## config.mk

```make
export PLATFORM = sky130hd
export DESIGN_NAME = fetch_unit_flat
export DESIGN_NICKNAME = d
export VERILOG_FILES = /design/src/rtl/fetch_pkg.sv /design/src/rtl/fetch_unit_if.sv /design/src/rtl/fetch_fifo.sv /design/src/rtl/fetch_unit.sv /design/src/flat_wrapper.sv
export SDC_FILE = /design/constraint.sdc
export NUM_CORES = 1
export LEC_CHECK = 0
export ABC_AREA = 1
export CORE_ASPECT_RATIO = 0.5
export CORE_MARGIN = 4
export CORE_UTILIZATION = 55
export CTS_CLUSTER_SIZE = 24
export DETAILED_ROUTE_END_ITERATION = 10
export PLACE_DENSITY = 0.94
export SLEW_MARGIN = 20
export SYNTH_ARGS = -nofsm -noshare
export SYNTH_HDL_FRONTEND = slang
export SYNTH_SLANG_ARGS = --single-unit
```

## constraint.sdc

```tcl
create_clock -name clk -period 5.21 [get_ports clk]
set_input_delay 1.042 -clock clk [delete_from_list [all_inputs] [get_ports clk]]
set_output_delay 1.042 -clock clk [all_outputs]
set_load 0.03 [all_outputs]
```

## src/rtl/fetch_pkg.sv

```systemverilog
// Shared types and constants for the instruction fetch stage.
// Entry widths follow XLEN below; fetch_unit must be built with the same XLEN.
package fetch_pkg;

  localparam int XLEN = 32;

  localparam logic [XLEN-1:0] NOP_INSTR = 32'h0000_0013;

  typedef struct packed {
    logic [XLEN-1:0] pc;
    logic [XLEN-1:0] instr;
    logic            misaligned;
  } fetch_entry_t;

  typedef enum logic [1:0] {
    IDLE,
    REQ,
    WAIT
  } fetch_state_t;

endpackage

```

## src/rtl/fetch_unit_if.sv

```systemverilog
// Bundle of the PC, instruction-memory and decode handshakes around the fetch stage.
// master = fetch unit, slave = its surroundings (PC register, memory, decode).
interface fetch_unit_if #(
  parameter int XLEN = 32
) ();

  logic [XLEN-1:0] pc_in;
  logic            pc_valid;
  logic            pc_ready;

  logic            imem_req_valid;
  logic [XLEN-1:0] imem_req_addr;
  logic            imem_req_ready;
  logic            imem_resp_valid;
  logic [XLEN-1:0] imem_resp_data;

  logic            instr_valid;
  logic [XLEN-1:0] instr_data;
  logic [XLEN-1:0] instr_pc;
  logic            instr_misaligned;
  logic            instr_ready;

  logic            flush;

  modport master (
    input  pc_in, pc_valid, imem_req_ready, imem_resp_valid, imem_resp_data,
           instr_ready, flush,
    output pc_ready, imem_req_valid, imem_req_addr, instr_valid, instr_data,
           instr_pc, instr_misaligned
  );

  modport slave (
    output pc_in, pc_valid, imem_req_ready, imem_resp_valid, imem_resp_data,
           instr_ready, flush,
    input  pc_ready, imem_req_valid, imem_req_addr, instr_valid, instr_data,
           instr_pc, instr_misaligned
  );

endinterface

```

## src/rtl/fetch_fifo.sv

```systemverilog
// Small register-based FIFO of fetch entries; head is read straight from storage.
// clear empties the FIFO in one cycle and takes priority over push and pop.
module fetch_fifo
  import fetch_pkg::*;
#(
  parameter int DEPTH = 2
) (
  input  logic                       clk,
  input  logic                       reset,
  input  logic                       push,
  input  fetch_entry_t               wr_data,
  input  logic                       pop,
  input  logic                       clear,
  output logic                       full,
  output logic                       empty,
  output logic [$clog2(DEPTH+1)-1:0] count,
  output fetch_entry_t               head
);

  localparam int AW = $clog2(DEPTH);
  localparam int CW = $clog2(DEPTH + 1);

  fetch_entry_t    mem [DEPTH];
  logic [AW-1:0]   rd_ptr;
  logic [AW-1:0]   wr_ptr;
  logic            do_push;
  logic            do_pop;

  assign full    = (count == CW'(DEPTH));
  assign empty   = (count == '0);
  assign do_push = push && !full;
  assign do_pop  = pop && !empty;
  assign head    = mem[rd_ptr];

  always_ff @(posedge clk) begin
    if (reset) begin
      rd_ptr <= '0;
      wr_ptr <= '0;
      count  <= '0;
      // NOTE: storage is reset too so the head reads as all-zero after reset;
      // it is only a few flops, so this costs almost nothing here.
      for (int i = 0; i < DEPTH; i++) mem[i] <= '0;
    end else if (clear) begin
      rd_ptr <= '0;
      wr_ptr <= '0;
      count  <= '0;
    end else begin
      if (do_push) begin
        mem[wr_ptr] <= wr_data;
        wr_ptr      <= wr_ptr + AW'(1);
      end
      if (do_pop) rd_ptr <= rd_ptr + AW'(1);
      case ({do_push, do_pop})
        2'b10:   count <= count + CW'(1);
        2'b01:   count <= count - CW'(1);
        default: count <= count;
      endcase
    end
  end

endmodule

```

## src/rtl/fetch_unit.sv

```systemverilog
// Instruction fetch stage: one memory request per aligned PC, direct push for
// misaligned PCs, results buffered for decode; flush drops buffered and in-flight work.
module fetch_unit #(
  parameter int XLEN  = fetch_pkg::XLEN,
  parameter int DEPTH = 2
) (
  input logic          clk,
  input logic          reset,
  fetch_unit_if.master bus
);

  import fetch_pkg::*;

  localparam int CW = $clog2(DEPTH + 1);

  fetch_state_t         state;
  fetch_state_t         state_next;
  logic [XLEN-1:0]      pc_q;
  logic                 drop;
  logic                 accept;
  logic                 misaligned;
  logic                 push;
  logic                 pop;
  logic                 full;
  logic                 empty;
  logic [CW-1:0]        count;
  fetch_entry_t         push_entry;
  fetch_entry_t         head;

  // A slot is reserved at accept: no new PC while a fetch is outstanding or the FIFO is full.
  assign bus.pc_ready        = (state == IDLE) && !full && !bus.flush && !reset;
  assign accept              = bus.pc_valid && bus.pc_ready;
  assign misaligned          = (bus.pc_in[1:0] != 2'b00);

  assign bus.imem_req_valid  = (state == REQ);
  assign bus.imem_req_addr   = {pc_q[XLEN-1:2], 2'b00};

  assign bus.instr_valid      = (count != '0);
  assign bus.instr_data       = head.instr;
  assign bus.instr_pc         = head.pc;
  assign bus.instr_misaligned = head.misaligned;
  assign pop                  = !empty && bus.instr_ready;

  always_ff @(posedge clk) begin
    // NOTE: every register here uses <= so all state updates see pre-edge values.
    if (reset) begin
      state <= IDLE;
      pc_q  <= '0;
      drop  <= 1'b0;
    end else begin
      state <= state_next;
      if (accept && !misaligned) pc_q <= bus.pc_in;
      // The response that ends WAIT is the one being dropped, so clearing wins.
      if (state == WAIT && bus.imem_resp_valid) drop <= 1'b0;
      else if (bus.flush && state != IDLE)     drop <= 1'b1;
    end
  end

  always_comb begin
    // NOTE: defaults first so no path through the case leaves a signal unassigned (no latches).
    state_next = state;
    push       = 1'b0;
    push_entry = '0;
    unique case (state)
      IDLE: begin
        if (accept) begin
          if (misaligned) begin
            push       = 1'b1;
            push_entry = '{pc: bus.pc_in, instr: '0, misaligned: 1'b1};
          end else begin
            state_next = REQ;
          end
        end
      end
      REQ: begin
        if (bus.imem_req_ready) state_next = WAIT;
      end
      WAIT: begin
        if (bus.imem_resp_valid) begin
          state_next = IDLE;
          push       = !drop;
          push_entry = '{pc: pc_q, instr: bus.imem_resp_data, misaligned: 1'b0};
        end
      end
      default: state_next = IDLE;
    endcase
  end

  fetch_fifo #(
    .DEPTH (DEPTH)
  ) u_fifo (
    .clk     (clk),
    .reset   (reset),
    .push    (push),
    .wr_data (push_entry),
    .pop     (pop),
    .clear   (bus.flush),
    .full    (full),
    .empty   (empty),
    .count   (count),
    .head    (head)
  );

endmodule

```

## src/flat_wrapper.sv

```systemverilog
// flat-port wrapper written by rule: the top's interface ports become plain ports
module fetch_unit_flat import fetch_pkg::*;
#(
  parameter int XLEN  = fetch_pkg::XLEN,
  parameter int DEPTH = 2
)
  (clk, reset, bus_pc_in, bus_pc_valid, bus_imem_req_ready, bus_imem_resp_valid, bus_imem_resp_data, bus_instr_ready, bus_flush, bus_pc_ready, bus_imem_req_valid, bus_imem_req_addr, bus_instr_valid, bus_instr_data, bus_instr_pc, bus_instr_misaligned);
  fetch_unit_if #(.XLEN(XLEN)) bus_i ();
  input logic clk;
  input logic reset;
  input wire logic [$bits(bus_i.pc_in)-1:0] bus_pc_in;
  input wire logic [$bits(bus_i.pc_valid)-1:0] bus_pc_valid;
  input wire logic [$bits(bus_i.imem_req_ready)-1:0] bus_imem_req_ready;
  input wire logic [$bits(bus_i.imem_resp_valid)-1:0] bus_imem_resp_valid;
  input wire logic [$bits(bus_i.imem_resp_data)-1:0] bus_imem_resp_data;
  input wire logic [$bits(bus_i.instr_ready)-1:0] bus_instr_ready;
  input wire logic [$bits(bus_i.flush)-1:0] bus_flush;
  output wire logic [$bits(bus_i.pc_ready)-1:0] bus_pc_ready;
  output wire logic [$bits(bus_i.imem_req_valid)-1:0] bus_imem_req_valid;
  output wire logic [$bits(bus_i.imem_req_addr)-1:0] bus_imem_req_addr;
  output wire logic [$bits(bus_i.instr_valid)-1:0] bus_instr_valid;
  output wire logic [$bits(bus_i.instr_data)-1:0] bus_instr_data;
  output wire logic [$bits(bus_i.instr_pc)-1:0] bus_instr_pc;
  output wire logic [$bits(bus_i.instr_misaligned)-1:0] bus_instr_misaligned;
  assign bus_i.pc_in = bus_pc_in;
  assign bus_i.pc_valid = bus_pc_valid;
  assign bus_i.imem_req_ready = bus_imem_req_ready;
  assign bus_i.imem_resp_valid = bus_imem_resp_valid;
  assign bus_i.imem_resp_data = bus_imem_resp_data;
  assign bus_i.instr_ready = bus_instr_ready;
  assign bus_i.flush = bus_flush;
  assign bus_pc_ready = bus_i.pc_ready;
  assign bus_imem_req_valid = bus_i.imem_req_valid;
  assign bus_imem_req_addr = bus_i.imem_req_addr;
  assign bus_instr_valid = bus_i.instr_valid;
  assign bus_instr_data = bus_i.instr_data;
  assign bus_instr_pc = bus_i.instr_pc;
  assign bus_instr_misaligned = bus_i.instr_misaligned;
  fetch_unit #(.XLEN(XLEN), .DEPTH(DEPTH)) u_core (.clk(clk), .reset(reset), .bus(bus_i));
endmodule
```

# After elaboration in Yosys (flattened, before gate mapping)
# Memory sizes are Yosys's and may differ from the RTL's. A register that Yosys moved wholly into a read port is not among the register bits.
# Cells that the tools add are included.
[word_totals] out_inout_bits=100 elab_cells=71 mem_bits_rw=130 in_bits=71 n_memories=1 ff_bits=39
[classes] n_eq_ne=9 n_reduce_logical=26 mux=25 addsub=4
[mem_list] name="u_core.u_fifo.mem" words=2 word_bits=65 rd=1 rd_ports_with_merged_regs=1 wr=2 line_no="fetch_fifo.sv:23" text="fetch_entry_t mem [DEPTH];"
[op_table] operator="65-bit two-way mux" count=4
[op_table] operator="65-bit one-hot mux with 2 select lines" count=1
[op_table] operator="65-bit OR reduction" count=1
[op_table] operator="1-bit two-way mux" count=13
[op_table] operator="1-bit logical AND" count=10
[op_table] operator="2-bit two-way mux" count=4
[op_table] operator="2-bit nonzero test" count=4
[op_table] operator="2-bit == test, second input constant" count=3
[op_table] operator="1-bit zero test" count=6
[op_table] operator="2-bit inequality test, second input constant" count=3
[op_table] operator="2-bit one-hot mux with 3 select lines" count=1
[op_table] operator="2-bit by 1-bit == test with 1-bit output, second input constant" count=2
[op_table] operator="2-bit zero test" count=2
[op_table] operator="2-bit one-hot mux with 2 select lines" count=1
[op_table] operator="4-bit AND reduction" count=1
[op_table] operator="2-bit OR reduction" count=2
[op_table] operator="1-bit adder, second input constant" count=2
[op_table] operator="2-bit by 1-bit adder with 2-bit output, second input constant" count=1
[op_table] operator="2-bit by 1-bit inequality test with 1-bit output, second input constant" count=1
[op_table] operator="1-bit one-hot mux with 2 select lines" count=1
[op_table] operator="2-bit by 1-bit subtractor with 2-bit output, second input constant" count=1

# Depth between registers and ports, before layout
[depth] word_depth=15 mapped_depth=11

# Modules after synthesis
# Synthesis repeated with hierarchy kept, for this count alone.
[unflattened] cells_unflattened=857 area_unflattened_um2=8371.8
[by_module_without_submodules] module="fetch_fifo" cells_per_inst=452 seq_area_each_um2=4003.8 instances=1 area_per_inst_um2=5808.1
[by_module_without_submodules] module="fetch_unit" cells_per_inst=405 seq_area_each_um2=700.7 instances=1 area_per_inst_um2=2563.7

# Worst setup path after synthesis
# No wires, ideal clock.
[synth_timing] kind="input port to flip-flop" from="input bus_flush" to="memory u_core.u_fifo.mem[0][0] (netlist bit) (enable)" required_ns=4.785 setup_ns=0.425 stages=9 t_arrival_ns=3.492 slack_ns=1.294 n_path_buf=2 cell_sequence="nor2_4 -> nand2_1 -> nor2_4 -> nand3_2 -> nand2_2 -> nand3_2 -> buf_6 -> buf_6 -> nand2_1"
[synth_rtl] element="from (decl)" line_no="flat_wrapper.sv:17" text="input wire logic [$bits(bus_i.flush)-1:0] bus_flush;"
[synth_rtl] element="to (decl)" line_no="fetch_fifo.sv:23"

# Worst setup path after layout
[layout_timing] from="input reset" to="output bus_pc_ready"
[layout_between] elab_chain_len=2
[layout_lines] element="from (decl)" line_no="flat_wrapper.sv:10" text="input logic reset;"
[layout_lines] element="1-bit zero test" line_no="fetch_unit.sv:31" text="assign bus.pc_ready = (state == IDLE) && !full && !bus.flush && !reset;"
[layout_lines] element="1-bit logical AND" line_no="fetch_unit.sv:31"
[layout_lines] element="to (decl)" line_no="flat_wrapper.sv:18" text="output wire logic [$bits(bus_i.pc_ready)-1:0] bus_pc_ready;"
# No other way between the ends.

==> metrics.txt <==
# TYPE chip_impl_metric gauge
chip_impl_metric{name="post-route-cell-area",unit="sq um"} 9770
chip_impl_metric{name="post_drt_wl_per_cell",unit="microns"} 17.1
chip_impl_metric{name="fin_crit",unit="ps"} 3820
chip_impl_metric{name="ir_drop",unit="uV"} 199
chip_impl_metric{name="cts.repair_timing.setup_buffer_count",unit=""} 0
chip_impl_metric{name="grtUsageMet2",unit="%"} 41.2
chip_impl_metric{name="total_of_hold_buffers_inserted_after_clock_tree_synthesis",unit=""} 0
chip_impl_info{name="critPathCaptureType",value="output port"} 1
chip_impl_info{name="top_usage_layer",value="met2"} 1
chip_impl_metric{name="dp.final_hpwl",unit="microns"} 11000
chip_impl_metric{name="worst_slack_setup_final",unit="ps"} 1390
chip_impl_metric{name="clk-insertion-delay-late",unit="ps"} 400
chip_impl_metric{name="max-clock-path-buffers",unit=""} 2
chip_impl_metric{name="syn_area",unit="sq um"} 7700
chip_impl_metric{name="finalNetCount",unit=""} 911
chip_impl_info{name="layout_commonest_cell",value="nor2_1"} 1
chip_impl_metric{name="finalSetupViolations",unit=""} 0
chip_impl_info{name="setup.worst_path.start_class",value="input pin"} 1
chip_impl_info{name="mostFrequentLayoutCells",value="nor2_1 (196), clkdlybuf4s50_1 (168), edfxtp_1 (130)"} 1
chip_impl_metric{name="async_reset_ff_share",unit="%"} 0
chip_impl_metric{name="place_congestion",unit=""} 0.815
chip_impl_metric{name="route.final.wire_length",unit="microns"} 17800
chip_impl_metric{name="dr_total_vias",unit=""} 5523
chip_impl_metric{name="count_of_tritonroute_iterations_in_the_first_routing_pass",unit=""} 5
chip_impl_metric{name="antenna_found_initial",unit=""} 0
chip_impl_metric{name="via_count_of_the_first_global_routing_pass",unit=""} 5729
chip_impl_metric{name="slew_violations",unit=""} 0
chip_impl_metric{name="gr-usage-all-layers",unit="%"} 22.3
chip_impl_info{name="crit_chain",value="clkdlybuf4s50_1, nor2_4, nand2_1, nor2_4, clkdlybuf4s50_1"} 1
chip_impl_metric{name="netlist-cell-type-count",unit=""} 26
chip_impl_metric{name="placement.io_buffers",unit=""} 168
chip_impl_metric{name="core.rowCount",unit=""} 30
chip_impl_metric{name="r2r.worst_path.cells",unit=""} 7
chip_impl_info{name="tritoncts",value="done"} 1
chip_impl_metric{name="via_per_inst",unit=""} 5.29
chip_impl_info{name="clock-root-buffer",value="clkbuf_16"} 1
chip_impl_metric{name="post-route-period-util",unit="%"} 73.4
chip_impl_metric{name="cellPowerDensity",unit="nW/um^2"} 307
chip_impl_metric{name="grt_start_max_net_pins",unit=""} 66
chip_impl_metric{name="max-cap-violations",unit=""} 0
chip_impl_info{name="setup.worst_path.class",value="in2out"} 1
chip_impl_metric{name="placed_cell_area",unit="sq um"} 9200
chip_impl_metric{name="dpl_worst_slack",unit="ps"} 1430
chip_impl_metric{name="yosys_register_bits",unit=""} 170
chip_impl_metric{name="clk_transition_reported_paths",unit="ps"} 60
chip_impl_info{name="cpMaxStageDelayCell",value="clkdlybuf4s50_1"} 1
chip_impl_metric{name="max_slew.worst_pin.slew",unit="ps"} 966
chip_impl_info{name="holdPathEnd",value="u_core.pc_q[1]"} 1
chip_impl_info{name="worst_hold_path_type",value="reg2reg"} 1
chip_impl_metric{name="synth_edf_count",unit=""} 130
chip_impl_metric{name="design.core.area",unit="sq um"} 13600
chip_impl_metric{name="tritoncts_num_sinks",unit=""} 170
chip_impl_info{name="yosys_most_used_dff",value="edfxtp_1"} 1
chip_impl_metric{name="first_iter_violations",unit=""} 432
chip_impl_metric{name="avgSynthCellArea",unit="sq um"} 10.7
chip_impl_metric{name="fp.dieArea",unit="sq um"} 16100
chip_impl_metric{name="grt_util_met1",unit="%"} 26.3
chip_impl_metric{name="max_clk_rate",unit="MHz"} 261
chip_impl_metric{name="route.detailed.drc",unit=""} 0
chip_impl_metric{name="grt-ovfl-total",unit=""} 0
chip_impl_metric{name="synthToLayoutAreaGrowth",unit="%"} 26.8
chip_impl_metric{name="fin_tns_setup",unit="ps"} 0
chip_impl_metric{name="groute.layer.met3.usage",unit="%"} 4.12
chip_impl_metric{name="tritoncts.num_buffers",unit=""} 17
chip_impl_metric{name="max_slew_headroom",unit="%"} 35.6
chip_impl_metric{name="cts.htree.levels",unit=""} 4
chip_impl_metric{name="static-leakage-power",unit="nW"} 3.36
chip_impl_metric{name="insertedDiodeCount",unit=""} 0
chip_impl_metric{name="design.portCount",unit=""} 171
chip_impl_metric{name="crit_path_max_fanout",unit=""} 7
chip_impl_info{name="regToRegStartpoint",value="u_core.state[0]"} 1
chip_impl_metric{name="timing.clock.skew",unit="ps"} 9.27
chip_impl_metric{name="dieHeight",unit="microns"} 91.7
chip_impl_metric{name="min_path_cells",unit=""} 2
chip_impl_metric{name="ff2ff_setup_slack",unit="ps"} 2960
chip_impl_metric{name="antenna_violating_nets_left",unit=""} 0
chip_impl_info{name="hold_path.startpoint",value="u_core.pc_q[1]"} 1
chip_impl_metric{name="worst-endpoint-arrival",unit="ps"} 2780
chip_impl_metric{name="worst_ep_required_time",unit="ps"} 4170
chip_impl_metric{name="synth.yosys.warnings",unit=""} 0
chip_impl_metric{name="fp.dieW",unit="microns"} 175
chip_impl_metric{name="hold_violations_final",unit=""} 0
chip_impl_metric{name="post_route_cells_drive_above_1_share",unit="%"} 13.3
chip_impl_metric{name="cts_repair_resize_count",unit=""} 0
chip_impl_info{name="status",value="completed"} 1
chip_impl_info{name="crit-reg2reg-capture",value="u_core.u_fifo.mem[0][3]"} 1
chip_impl_metric{name="fin_util",unit="%"} 71.7
chip_impl_metric{name="post_synth_inst_count",unit=""} 718
chip_impl_metric{name="start_util",unit="%"} 56.5
chip_impl_metric{name="crit_path_largest_cell_delay",unit="ps"} 700
chip_impl_metric{name="global_route_wire_length_before_repair",unit="microns"} 28700
chip_impl_metric{name="synth_seq_area_share",unit="%"} 61.1
chip_impl_info{name="grt_setup_unrepaired",value="false"} 1
-- critical path: cells and delay by family --
family                 cells  cell delay (ps)
buffers and inverters      2             1240
and+or+nand+nor            3              490
-- cell usage after synthesis, types with 7 or more instances --
cell	instances	share of area, %
inv_1	16	0.78
buf_2	8	0.52
nor2_1	196	9.6
buf_6	11	1.6
o21a_1	30	2.9
clkbuf_1	23	1.1
edfxtp_1	130	51
buf_4	32	3.1
a21oi_1	7	0.46
dfxtp_1	40	10
mux2_2	65	9.5
nand2_1	103	5.0
o21ai_0	34	2.2
-- flip-flops by register name (all words and copies together), names as in the netlist, named ones only --
register,cells
u_core.u_fifo.mem,130
u_core.pc_q,32
u_core.state,2
u_core.u_fifo.count,2
u_core.drop,1
u_core.u_fifo.rd_ptr,1
u_core.u_fifo.wr_ptr,1
-- metrics by stage --
| stage | power, W | hold slack, ps | instances |
|---|---|---|---|
| after CTS | 0.00301 | 461 | 1044 |
| after global routing | 0.00310 | 467 | 1044 |
| after floorplan | 0.00169 | 422 | 719 |
| after detailed placement | 0.00182 | 440 | 1012 |
| after global placement | 0.00182 | 445 | 1012 |
| final | 0.00300 | 471 | 1044 |
-- layout make-up --
cell class | instances | area (sq um)
inverter | 19 | 72.6
timing repair buffer | 175 | 1730
multi-input combinational | 456 | 2450
clock buffer | 23 | 458
sequential | 170 | 4710
tap | 192 | 240
fill | 935 | 3860
clock inverter | 9 | 101
-- power by group --
group	switching [W]	internal, W
logic	0.000157	0.000126
clock network	0.000485	0.000716
registers	0.0000145	0.00150
-- kinds of logic (layout without fill, tap and decap cells) --
group | after synthesis | in the layout | share of synthesized area (%)
flops | 170 | 170 | 61.1
buf+inv | 93 | 226 | 7.30
simple gates | 314 | 314 | 16.0
other cells | 1 | 2 | 0.0487
mux | 65 | 65 | 9.51
fa+ha+maj | 1 | 1 | 0.162
compound gates | 74 | 74 | 5.88
-- routing by layer --
| layer | vias up | routed length, microns |
|---|---|---|
| met4 | 0 | 423 |
| met2 | 212 | 9290 |
| met3 | 36 | 992 |
| li1 | 2614 | - |
| met5 | - | 0 |
| met1 | 2661 | 7120 |
-- worst max path at each step --
stage	from	endpoint	slack (ps)	cells after the start
floorplan	bus_flush	u_core.u_fifo.mem[0][0]	1290	9
global placement	reset	bus_pc_ready	1470	5
detailed placement	reset	bus_pc_ready	1430	5
CTS	reset	bus_pc_ready	1420	5
global route	reset	bus_pc_ready	1320	5
finish	reset	bus_pc_ready	1390	5
(Power assumes the default switching activity.)
